## config.mk

```make
export PLATFORM = sky130hd
export DESIGN_NAME = dmem_arbiter_flat
export DESIGN_NICKNAME = d
export VERILOG_FILES = /design/src/rtl/dmem_arbiter_pkg.sv /design/src/rtl/dmem_arbiter_if.sv /design/src/rtl/dmem_arb_starve.sv /design/src/rtl/dmem_arbiter.sv /design/src/flat_wrapper.sv
export SDC_FILE = /design/constraint.sdc
export NUM_CORES = 1
export LEC_CHECK = 0
export CORE_AREA = 2 2 88 90
export DETAILED_ROUTE_END_ITERATION = 6
export DIE_AREA = 0 0 90 92
export PLACE_DENSITY = 0.76
export SYNTH_ARGS = -nofsm -noshare
export SYNTH_HDL_FRONTEND = slang
export SYNTH_HIERARCHICAL = 1
export SYNTH_SLANG_ARGS = --single-unit
```

## constraint.sdc

```tcl
create_clock -name r_clk -period 2 [get_ports r_clk]
set_input_delay 0.4 -clock r_clk [delete_from_list [all_inputs] [get_ports r_clk]]
set_output_delay 0.4 -clock r_clk [all_outputs]
set_load 0.05 [all_outputs]
```

## src/rtl/dmem_arbiter_pkg.sv

```systemverilog
// dmem_arbiter_pkg: shared widths, FSM state and owner codes for the dmem arbiter
package dmem_arbiter_pkg;
  localparam int DMEM_ADDR_W = 24;
  localparam int DMEM_DATA_W = 24;
  typedef enum logic {ARB_IDLE, ARB_RD} arb_state_e;
  typedef enum logic {ARB_OWN_CPU, ARB_OWN_DBG} arb_own_e;
endpackage

```

## src/rtl/dmem_arbiter_if.sv

```systemverilog
// dmem_arbiter_if: cpu, debug and dmem bus signals around the dmem arbiter
interface dmem_arbiter_if
  import dmem_arbiter_pkg::*;
#(
  parameter int ADDR_W = DMEM_ADDR_W,
  parameter int DATA_W = DMEM_DATA_W
);
  logic              cpu_req, cpu_we, cpu_gnt, cpu_rvalid, cpu_stall;
  logic [ADDR_W-1:0] cpu_addr;
  logic [DATA_W-1:0] cpu_wdata, cpu_rdata;
  logic              dbg_req, dbg_we, dbg_gnt, dbg_rvalid;
  logic [ADDR_W-1:0] dbg_addr;
  logic [DATA_W-1:0] dbg_wdata, dbg_rdata;
  logic              mem_en, mem_we;
  logic [ADDR_W-1:0] mem_addr;
  logic [DATA_W-1:0] mem_wdata, mem_rdata;
  modport slave (
    input  cpu_req, cpu_we, cpu_addr, cpu_wdata, dbg_req, dbg_we, dbg_addr, dbg_wdata, mem_rdata,
    output cpu_gnt, cpu_rvalid, cpu_rdata, cpu_stall, dbg_gnt, dbg_rvalid, dbg_rdata,
           mem_en, mem_we, mem_addr, mem_wdata
  );
  modport master (
    output cpu_req, cpu_we, cpu_addr, cpu_wdata, dbg_req, dbg_we, dbg_addr, dbg_wdata, mem_rdata,
    input  cpu_gnt, cpu_rvalid, cpu_rdata, cpu_stall, dbg_gnt, dbg_rvalid, dbg_rdata,
           mem_en, mem_we, mem_addr, mem_wdata
  );
endinterface

```

## src/rtl/dmem_arb_starve.sv

```systemverilog
// dmem_arb_starve: cpu-first priority pick with a saturating counter that forces dbg through
module dmem_arb_starve #(
  parameter int STARVE_MAX = 4
) (
  input  logic r_clk,
  input  logic rst_n,
  input  logic can_gnt,
  input  logic cpu_req,
  input  logic dbg_req,
  output logic cpu_win,
  output logic dbg_win
);
  localparam int CW = $clog2(STARVE_MAX + 1);
  logic [CW-1:0] cnt;
  assign dbg_win = can_gnt & dbg_req & (~cpu_req | (cnt == CW'(STARVE_MAX)));
  assign cpu_win = can_gnt & cpu_req & ~dbg_win;
  always_ff @(posedge r_clk or negedge rst_n)
    if (!rst_n) cnt <= '0;
    else if (!dbg_req || dbg_win) cnt <= '0;
    else if (cpu_win && cnt != CW'(STARVE_MAX)) cnt <= cnt + 1'b1;
endmodule

```

## src/rtl/dmem_arbiter.sv

```systemverilog
// dmem_arbiter: shares the single-port dmem between the cpu MA stage and the debug port
module dmem_arbiter
  import dmem_arbiter_pkg::*;
#(
  parameter int ADDR_W     = DMEM_ADDR_W,
  parameter int DATA_W     = DMEM_DATA_W,
  parameter int MEM_LAT    = 1,
  parameter int STARVE_MAX = 4
) (
  input logic           r_clk,
  input logic           rst_n,
  dmem_arbiter_if.slave bus
);
  localparam int LW = $clog2(MEM_LAT + 1);
  arb_state_e    state, state_nx;
  arb_own_e      owner, owner_nx;
  logic [LW-1:0] cnt, cnt_nx;
  logic          last, can_gnt, cpu_win, dbg_win, win, we_sel, rd_go;
  // the rvalid cycle is also a grant slot, giving back-to-back reads
  assign last    = state == ARB_RD && cnt == LW'(1);
  assign can_gnt = rst_n && (state == ARB_IDLE || last);
  dmem_arb_starve #(.STARVE_MAX(STARVE_MAX)) u_starve (
    .r_clk   (r_clk),
    .rst_n   (rst_n),
    .can_gnt (can_gnt),
    .cpu_req (bus.cpu_req),
    .dbg_req (bus.dbg_req),
    .cpu_win (cpu_win),
    .dbg_win (dbg_win)
  );
  assign win           = cpu_win | dbg_win;
  assign we_sel        = dbg_win ? bus.dbg_we : cpu_win & bus.cpu_we;
  assign rd_go         = win & ~we_sel;
  assign bus.cpu_gnt   = cpu_win;
  assign bus.dbg_gnt   = dbg_win;
  assign bus.mem_en    = win;
  assign bus.mem_we    = we_sel;
  assign bus.mem_addr  = dbg_win ? bus.dbg_addr : cpu_win ? bus.cpu_addr : '0;
  assign bus.mem_wdata = dbg_win ? bus.dbg_wdata : cpu_win ? bus.cpu_wdata : '0;
  assign bus.cpu_rvalid = last && owner == ARB_OWN_CPU;
  assign bus.dbg_rvalid = last && owner == ARB_OWN_DBG;
  assign bus.cpu_rdata  = bus.cpu_rvalid ? bus.mem_rdata : '0;
  assign bus.dbg_rdata  = bus.dbg_rvalid ? bus.mem_rdata : '0;
  // a cpu read holds the pipe from its grant until the cycle before rvalid
  assign bus.cpu_stall = rst_n & ((bus.cpu_req & ~cpu_win) | (cpu_win & ~bus.cpu_we) |
                                  (state == ARB_RD && owner == ARB_OWN_CPU && !last));
  always_comb begin
    state_nx = rd_go ? ARB_RD : last ? ARB_IDLE : state;
    cnt_nx   = rd_go ? LW'(MEM_LAT) : state == ARB_RD ? cnt - 1'b1 : cnt;
    owner_nx = rd_go ? (dbg_win ? ARB_OWN_DBG : ARB_OWN_CPU) : owner;
  end
  always_ff @(posedge r_clk or negedge rst_n)
    if (!rst_n) begin
      state <= ARB_IDLE;
      cnt   <= '0;
      owner <= ARB_OWN_CPU;
    end else begin
      state <= state_nx;
      cnt   <= cnt_nx;
      owner <= owner_nx;
    end
endmodule

```

## src/flat_wrapper.sv

```systemverilog
// flat-port wrapper written by rule: the top's interface ports become plain ports
module dmem_arbiter_flat import dmem_arbiter_pkg::*;
#(
  parameter int ADDR_W     = DMEM_ADDR_W,
  parameter int DATA_W     = DMEM_DATA_W,
  parameter int MEM_LAT    = 1,
  parameter int STARVE_MAX = 4
)
  (r_clk, rst_n, bus_cpu_req, bus_cpu_we, bus_cpu_addr, bus_cpu_wdata, bus_dbg_req, bus_dbg_we, bus_dbg_addr, bus_dbg_wdata, bus_mem_rdata, bus_cpu_gnt, bus_cpu_rvalid, bus_cpu_rdata, bus_cpu_stall, bus_dbg_gnt, bus_dbg_rvalid, bus_dbg_rdata, bus_mem_en, bus_mem_we, bus_mem_addr, bus_mem_wdata);
  dmem_arbiter_if #(.ADDR_W(ADDR_W), .DATA_W(DATA_W)) bus_i ();
  input logic r_clk;
  input logic rst_n;
  input wire logic [$bits(bus_i.cpu_req)-1:0] bus_cpu_req;
  input wire logic [$bits(bus_i.cpu_we)-1:0] bus_cpu_we;
  input wire logic [$bits(bus_i.cpu_addr)-1:0] bus_cpu_addr;
  input wire logic [$bits(bus_i.cpu_wdata)-1:0] bus_cpu_wdata;
  input wire logic [$bits(bus_i.dbg_req)-1:0] bus_dbg_req;
  input wire logic [$bits(bus_i.dbg_we)-1:0] bus_dbg_we;
  input wire logic [$bits(bus_i.dbg_addr)-1:0] bus_dbg_addr;
  input wire logic [$bits(bus_i.dbg_wdata)-1:0] bus_dbg_wdata;
  input wire logic [$bits(bus_i.mem_rdata)-1:0] bus_mem_rdata;
  output wire logic [$bits(bus_i.cpu_gnt)-1:0] bus_cpu_gnt;
  output wire logic [$bits(bus_i.cpu_rvalid)-1:0] bus_cpu_rvalid;
  output wire logic [$bits(bus_i.cpu_rdata)-1:0] bus_cpu_rdata;
  output wire logic [$bits(bus_i.cpu_stall)-1:0] bus_cpu_stall;
  output wire logic [$bits(bus_i.dbg_gnt)-1:0] bus_dbg_gnt;
  output wire logic [$bits(bus_i.dbg_rvalid)-1:0] bus_dbg_rvalid;
  output wire logic [$bits(bus_i.dbg_rdata)-1:0] bus_dbg_rdata;
  output wire logic [$bits(bus_i.mem_en)-1:0] bus_mem_en;
  output wire logic [$bits(bus_i.mem_we)-1:0] bus_mem_we;
  output wire logic [$bits(bus_i.mem_addr)-1:0] bus_mem_addr;
  output wire logic [$bits(bus_i.mem_wdata)-1:0] bus_mem_wdata;
  assign bus_i.cpu_req = bus_cpu_req;
  assign bus_i.cpu_we = bus_cpu_we;
  assign bus_i.cpu_addr = bus_cpu_addr;
  assign bus_i.cpu_wdata = bus_cpu_wdata;
  assign bus_i.dbg_req = bus_dbg_req;
  assign bus_i.dbg_we = bus_dbg_we;
  assign bus_i.dbg_addr = bus_dbg_addr;
  assign bus_i.dbg_wdata = bus_dbg_wdata;
  assign bus_i.mem_rdata = bus_mem_rdata;
  assign bus_cpu_gnt = bus_i.cpu_gnt;
  assign bus_cpu_rvalid = bus_i.cpu_rvalid;
  assign bus_cpu_rdata = bus_i.cpu_rdata;
  assign bus_cpu_stall = bus_i.cpu_stall;
  assign bus_dbg_gnt = bus_i.dbg_gnt;
  assign bus_dbg_rvalid = bus_i.dbg_rvalid;
  assign bus_dbg_rdata = bus_i.dbg_rdata;
  assign bus_mem_en = bus_i.mem_en;
  assign bus_mem_we = bus_i.mem_we;
  assign bus_mem_addr = bus_i.mem_addr;
  assign bus_mem_wdata = bus_i.mem_wdata;
  dmem_arbiter #(.ADDR_W(ADDR_W), .DATA_W(DATA_W), .MEM_LAT(MEM_LAT), .STARVE_MAX(STARVE_MAX)) u_core (.r_clk(r_clk), .rst_n(rst_n), .bus(bus_i));
endmodule
```

# == Yosys cells after proc, flatten, opt, wreduce, memory -nomap -nowiden ==
# Cells that the tools add are included.
# classes
order_cmp,0
muxes,14
n_mul,0
bitwise,20
n_eq_ne,2
shifts,0
div,0
n_addsub,2
n_reduce_logical,14
# ops
cell,n
two-way mux 24 bit,6
AND 1 bit,9
logical AND 1 bit,7
inverter 1 bit,7
two-way mux 1 bit,6
two-way mux 3 bit,2
nonzero test 2 bit,3
bitwise OR 1 bit,4
adder 3 x 1 -> 3 bit (second input constant),1
equality test 3 bit (second input constant),1
inequality test 3 bit (second input constant),1
logical NOT 1 bit,2
logical OR 1 bit,2
subtractor 1 bit (second input constant),1
# totals
romBits,0
memories,0
ff_bits,6
ram_bits,0
latch_bits,0
elab_cells,56
output_inout_bits,103

# == Depth between registers and ports, before layout ==
# depth
ltp_word,12
mapped_depth,9

# == Modules after synthesis ==
# The synthesis kept the hierarchy.
# modules_own_cells
module,instances,cells_each,seq_area_each_um2,area_per_inst_um2
dmem_arbiter,1,137,75.1,1016.0
dmem_arb_starve,1,23,75.1,201.4

# == Worst setup path after synthesis ==
# OpenSTA, ideal clock, no wires.
# synth_timing
kind,flip-flop to output port
start,register u_core.cnt
end,output bus_cpu_stall
t_required_ps,1600
path_buffers,0
arrival_ps,3206
path_slack_ps,-1606
path_stages_with_launch,7
path_cell_list,dfrtp_1 > nand2b_1 > and2_1 > nand2_1 > a31oi_1 > o21ai_0 > a21boi_0
# synth_via
elab_chain_cells,12
word_cells_on_any_way,16
cone_classes,bitwise: 11; reduce/logical: 5
# synth_rtl
element,line,source
from (decl),dmem_arbiter.sv:17,"logic [LW-1:0] cnt, cnt_nx;"
from (signal assigned),dmem_arbiter.sv:59,cnt <= cnt_nx;
logical AND 1 bit (*),dmem_arbiter.sv:20,assign last = state == ARB_RD && cnt == LW'(1);
logical OR 1 bit (*),dmem_arbiter.sv:21,assign can_gnt = rst_n && (state == ARB_IDLE || last);
logical AND 1 bit (*),dmem_arbiter.sv:21,
via u_core.can_gnt,dmem_arbiter.sv:18,"logic last, can_gnt, cpu_win, dbg_win, win, we_sel, rd_go;"
AND 1 bit (2 in a row),dmem_arb_starve.sv:15,assign dbg_win = can_gnt & dbg_req & (~cpu_req | (cnt == CW'(STARVE_MAX)));
inverter 1 bit,dmem_arb_starve.sv:16,assign cpu_win = can_gnt & cpu_req & ~dbg_win;
AND 1 bit (*),dmem_arb_starve.sv:16,
via bus_cpu_gnt,flat_wrapper.sv:22,output wire logic [$bits(bus_i.cpu_gnt)-1:0] bus_cpu_gnt;
inverter 1 bit,dmem_arbiter.sv:45,assign bus.cpu_stall = rst_n & ((bus.cpu_req & ~cpu_win) | (cpu_win & ~bus.cpu_we) |
AND 1 bit,dmem_arbiter.sv:45,
bitwise OR 1 bit (*) (2 in a row),dmem_arbiter.sv:45,
AND 1 bit (*),dmem_arbiter.sv:45,
to (decl),flat_wrapper.sv:25,output wire logic [$bits(bus_i.cpu_stall)-1:0] bus_cpu_stall;
# Mark *: on every way through the listed nets, which the timed path passes. The rest lies on a longest branch.

# == Worst setup path in the final report ==
# layout_timing
start,register u_core.cnt
end,output bus_mem_wdata[8]
# layout_via
elab_chain_cells,9
word_cells_on_any_way,10
cone_classes,mux: 2; bitwise: 5; reduce/logical: 3
# layout_rtl
element,line,source
logical AND 1 bit (*),dmem_arbiter.sv:20,
logical OR 1 bit (*),dmem_arbiter.sv:21,
logical AND 1 bit (*),dmem_arbiter.sv:21,
via u_core.can_gnt,dmem_arbiter.sv:18,
AND 1 bit (2 in a row),dmem_arb_starve.sv:15,
inverter 1 bit,dmem_arb_starve.sv:16,
AND 1 bit,dmem_arb_starve.sv:16,
two-way mux 24 bit,dmem_arbiter.sv:39,assign bus.mem_wdata = dbg_win ? bus.dbg_wdata : cpu_win ? bus.cpu_wdata : '0;
two-way mux 24 bit (*),dmem_arbiter.sv:39,
to (decl),flat_wrapper.sv:32,output wire logic [$bits(bus_i.mem_wdata)-1:0] bus_mem_wdata;
# Marked as above.

==> flow_summary.yaml <==
status:
  status: "complete, but fails checks"
  violations: "negative setup slack"
clocking:
  cts.path.max_buffers: 2
  root_buffer: "clkbuf_8"
  cts_tree: "done"
  clock_latency_ps: 220
  cts-buffers-inserted: 3
  cts_sinks: 6
  clkTransAtPathRegs_ps: 30
  htree_levels: 1
pwr:
  p_int_w: 0.00173
  p_per_area_mw_per_mm2: 551
  netSwitchingFraction_pct: 44.5
  p_sw_w: 0.00139
  p_clk_share_pct: 5.6
  power_frac_comb_pct: 89.0
  ir_drop_v: 0.000310
  pwr-share-seq_pct: 5.4
  power_w: 0.00311
  p_leak_nw: 2.45
detailed_routing:
  vias_per_cell: 4.56
  final_antenna_net_count: 0
  drt-wirelength-per-cell_um: 17.5
  drcViolationCount: 0
  firstDrtPassIters: 4
  drt_iter0_markers: 42
  drt_wl_total_mm: 9.14
  dr_total_vias: 2380
synth:
  yosysWarnings: 6
  synth_area_leaders: "a22o_1 34%, and2_1 25%, dfrtp_1 12%, buf_6 3.7%, nand2_1 3.1%"
  synth_seq_cells: 6
  async_flop_share_pct: 100
  synth_area_leader_cell: "a22o_1"
  synth_edf_count: 0
  synth_cell_types: 27
  synth.most_common_cell: "and2_1"
  synth_top_area_share_pct: 33.8
  syn-num-nets: 288
  avgSynthCellArea_sq_um: 7.61
  synthTopCellsByCount: "49 x and2_1, 47 x a22o_1, 10 x nand2_1"
  synth_seq_area_share_pct: 12.3
  synth_ff_type: "dfrtp_1"
  netlist_instances: 160
  netlist_area_sq_mm: 0.00122
die:
  dieArea_sq_mm: 0.00828
  ios: 229
  rows: 32
  die_h_um: 92
  start_util_pct: 16.3
  die_w_um: 90
  coreArea_sq_mm: 0.00745
setup_path:
  cp.required_ps: 1600
  cp-start-kind: "flop"
  worstPathMaxFanout: 6
  endpoint_kind: "output pin"
  worstPathArrival_ps: 1940
  worstSetupPathType: "reg -> out"
final_layout:
  area_growth_pct: 364
  antennaDiodeCount: 0
  fillCellCount: 460
  fin_nets: 550
  drive_gt1_share_pct: 51.9
sta:
  setup_ws_ps: -335
  max_freq_mhz: 428
  slew_viol_final: 0
  period_minus_slack_ps: 2340
  setup-violations-final: 52
  hold_violations: 0
  period_share_pct: 117
  fin_skew_ps: 0.224
  max_slew_margin_pct: 83.8
  rsz0062_at_grt: "true"
  tightest_slew_ps: 243
  fin_hold_ws_ps: 225
worst_hold_path:
  holdCritPathClass: "in -> async"
global_routing:
  grt_max_degree: 26
  grt_antenna_before_repair: 0
  grt_pass1_vias: 2584
  grt-ovfl-total: 0
  grt_pass1_wl_mm: 13.4
  grt_usage_pct: 20.5
run:
  cap_violations: 0
placed_design:
  hpwlAfterDp_mm: 7.56
  port_buffers: 228
  gp_congestion: 0.719
## sequential cells by signal, indices dropped and copies added (netlist names)
register and count:
u_core/cnt 1, u_core/u_starve/cnt 3, u_core/owner 1, u_core/state 1
## metal layers
layer	global-route usage [%]	vias up	routed length, um
met1	20.2	1098	2980
li1	-	1109	-
met5	0	-	0
met4	5.77	0	214
met2	39.6	157	5050
met3	7.89	16	901
## critical path, stage by stage, from the launching register on
cell	delay (ps)
dfrtp_1	370
nand2b_4	140
and2_4	180
nand2_4	60
a31oi_4	40
nor2b_4	150
buf_12	130
buf_8	130
buf_12	130
a22o_4	230
buf_12	150
## power by group through the flow
stage	Combinational [W]	Clock, W	Sequential [W]
6_report	0.00277	0.000173	0.000169
5_1_grt	0.00287	0.000187	0.000173
4_1_cts	0.00272	0.000180	0.000168
3_5_place_dp	0.00264	0	0.000168
3_3_place_gp	0.00261	0	0.000166
2_1_floorplan	0.00125	0	0.000170
## final cells by class
cell class / count / area, sq um / area share, %
clock buffers: 3 / 41.3 / 0.731
inverters: 3 / 11.3 / 0.199
multi-input cells: 136 / 1470 / 26.1
flip-flops and latches: 6 / 150 / 2.66
well taps: 102 / 128 / 2.26
repair buffers: 272 / 3840 / 68.0
## through the flow
step	util [%]	TNS [ps]	cell area (sq um)	instances	setup WS [ps]
after CTS	73.1	-15550	5440	509	-340
after global routing	75.8	-18310	5650	522	-401
after global placement	70.3	-21910	5240	498	-452
final	75.8	-14850	5650	522	-335
after detailed placement	70.3	-23610	5240	498	-480
after floorplan	-	-12990	1670	160	-282
## path summary, 6_finish.rpt
check / startpoint / endpoint / slack [ps] / cells past startpoint
max: u_core/cnt$_DFFE_PN0P_ / bus_mem_wdata[8] / -340 / 10
min: rst_n / u_core/state$_DFFE_PN0P_ / 230 / 2
max reg2reg: u_core/cnt$_DFFE_PN0P_ / u_core/cnt$_DFFE_PN0P_ / 200 / 10
min reg2reg: u_core/u_starve/cnt[0]$_DFFE_PN0P_ / u_core/u_starve/cnt[0]$_DFFE_PN0P_ / 570 / 3
max in group asynchronous: rst_n / u_core/u_starve/cnt[1]$_DFFE_PN0P_ / 1660 / 2
min in group r_clk: u_core/u_starve/cnt[0]$_DFFE_PN0P_ / u_core/u_starve/cnt[0]$_DFFE_PN0P_ / 570 / 3
## kinds of logic after synthesis
| kind of cell | count (synthesis) | synth area share, % |
|---|---|---|
| adder cells (fa/ha/maj) | 2 | 2.06 |
| buffers and inverters | 18 | 8.94 |
| flip-flops | 6 | 12.3 |
| AND/OR/NAND/NOR | 75 | 36.5 |
| AO/OA/AOI/OAI | 59 | 40.2 |
## placed cells by master (no fill, tap or decap), types with 2 or more instances in the layout
cell	count
dfrtp_1	6
dlygate4sd2_1	3
and2_1	48
buf_4	27
nand2_2	4
buf_8	4
clkdlybuf4s50_1	122
o21ai_0	2
nand2_1	5
nor2_1	2
buf_12	110
clkbuf_8	3
a21oi_1	2
clkbuf_16	3
o21ai_4	2
nand3_1	3
a22o_4	47
inv_2	2
buf_6	2
a21boi_1	3
## timing repair
action | CTS | global route
gates resized for setup | 20 | 14
endpoints found under the hold margin | 0 | 0
pin swaps | 7 | 7
setup buffers | 8 | 10
cloned | 2 | 4
setup endpoints to repair | 78 | 76
hold buffers | 0 | 0
Power figures use the tool's default switching activity.
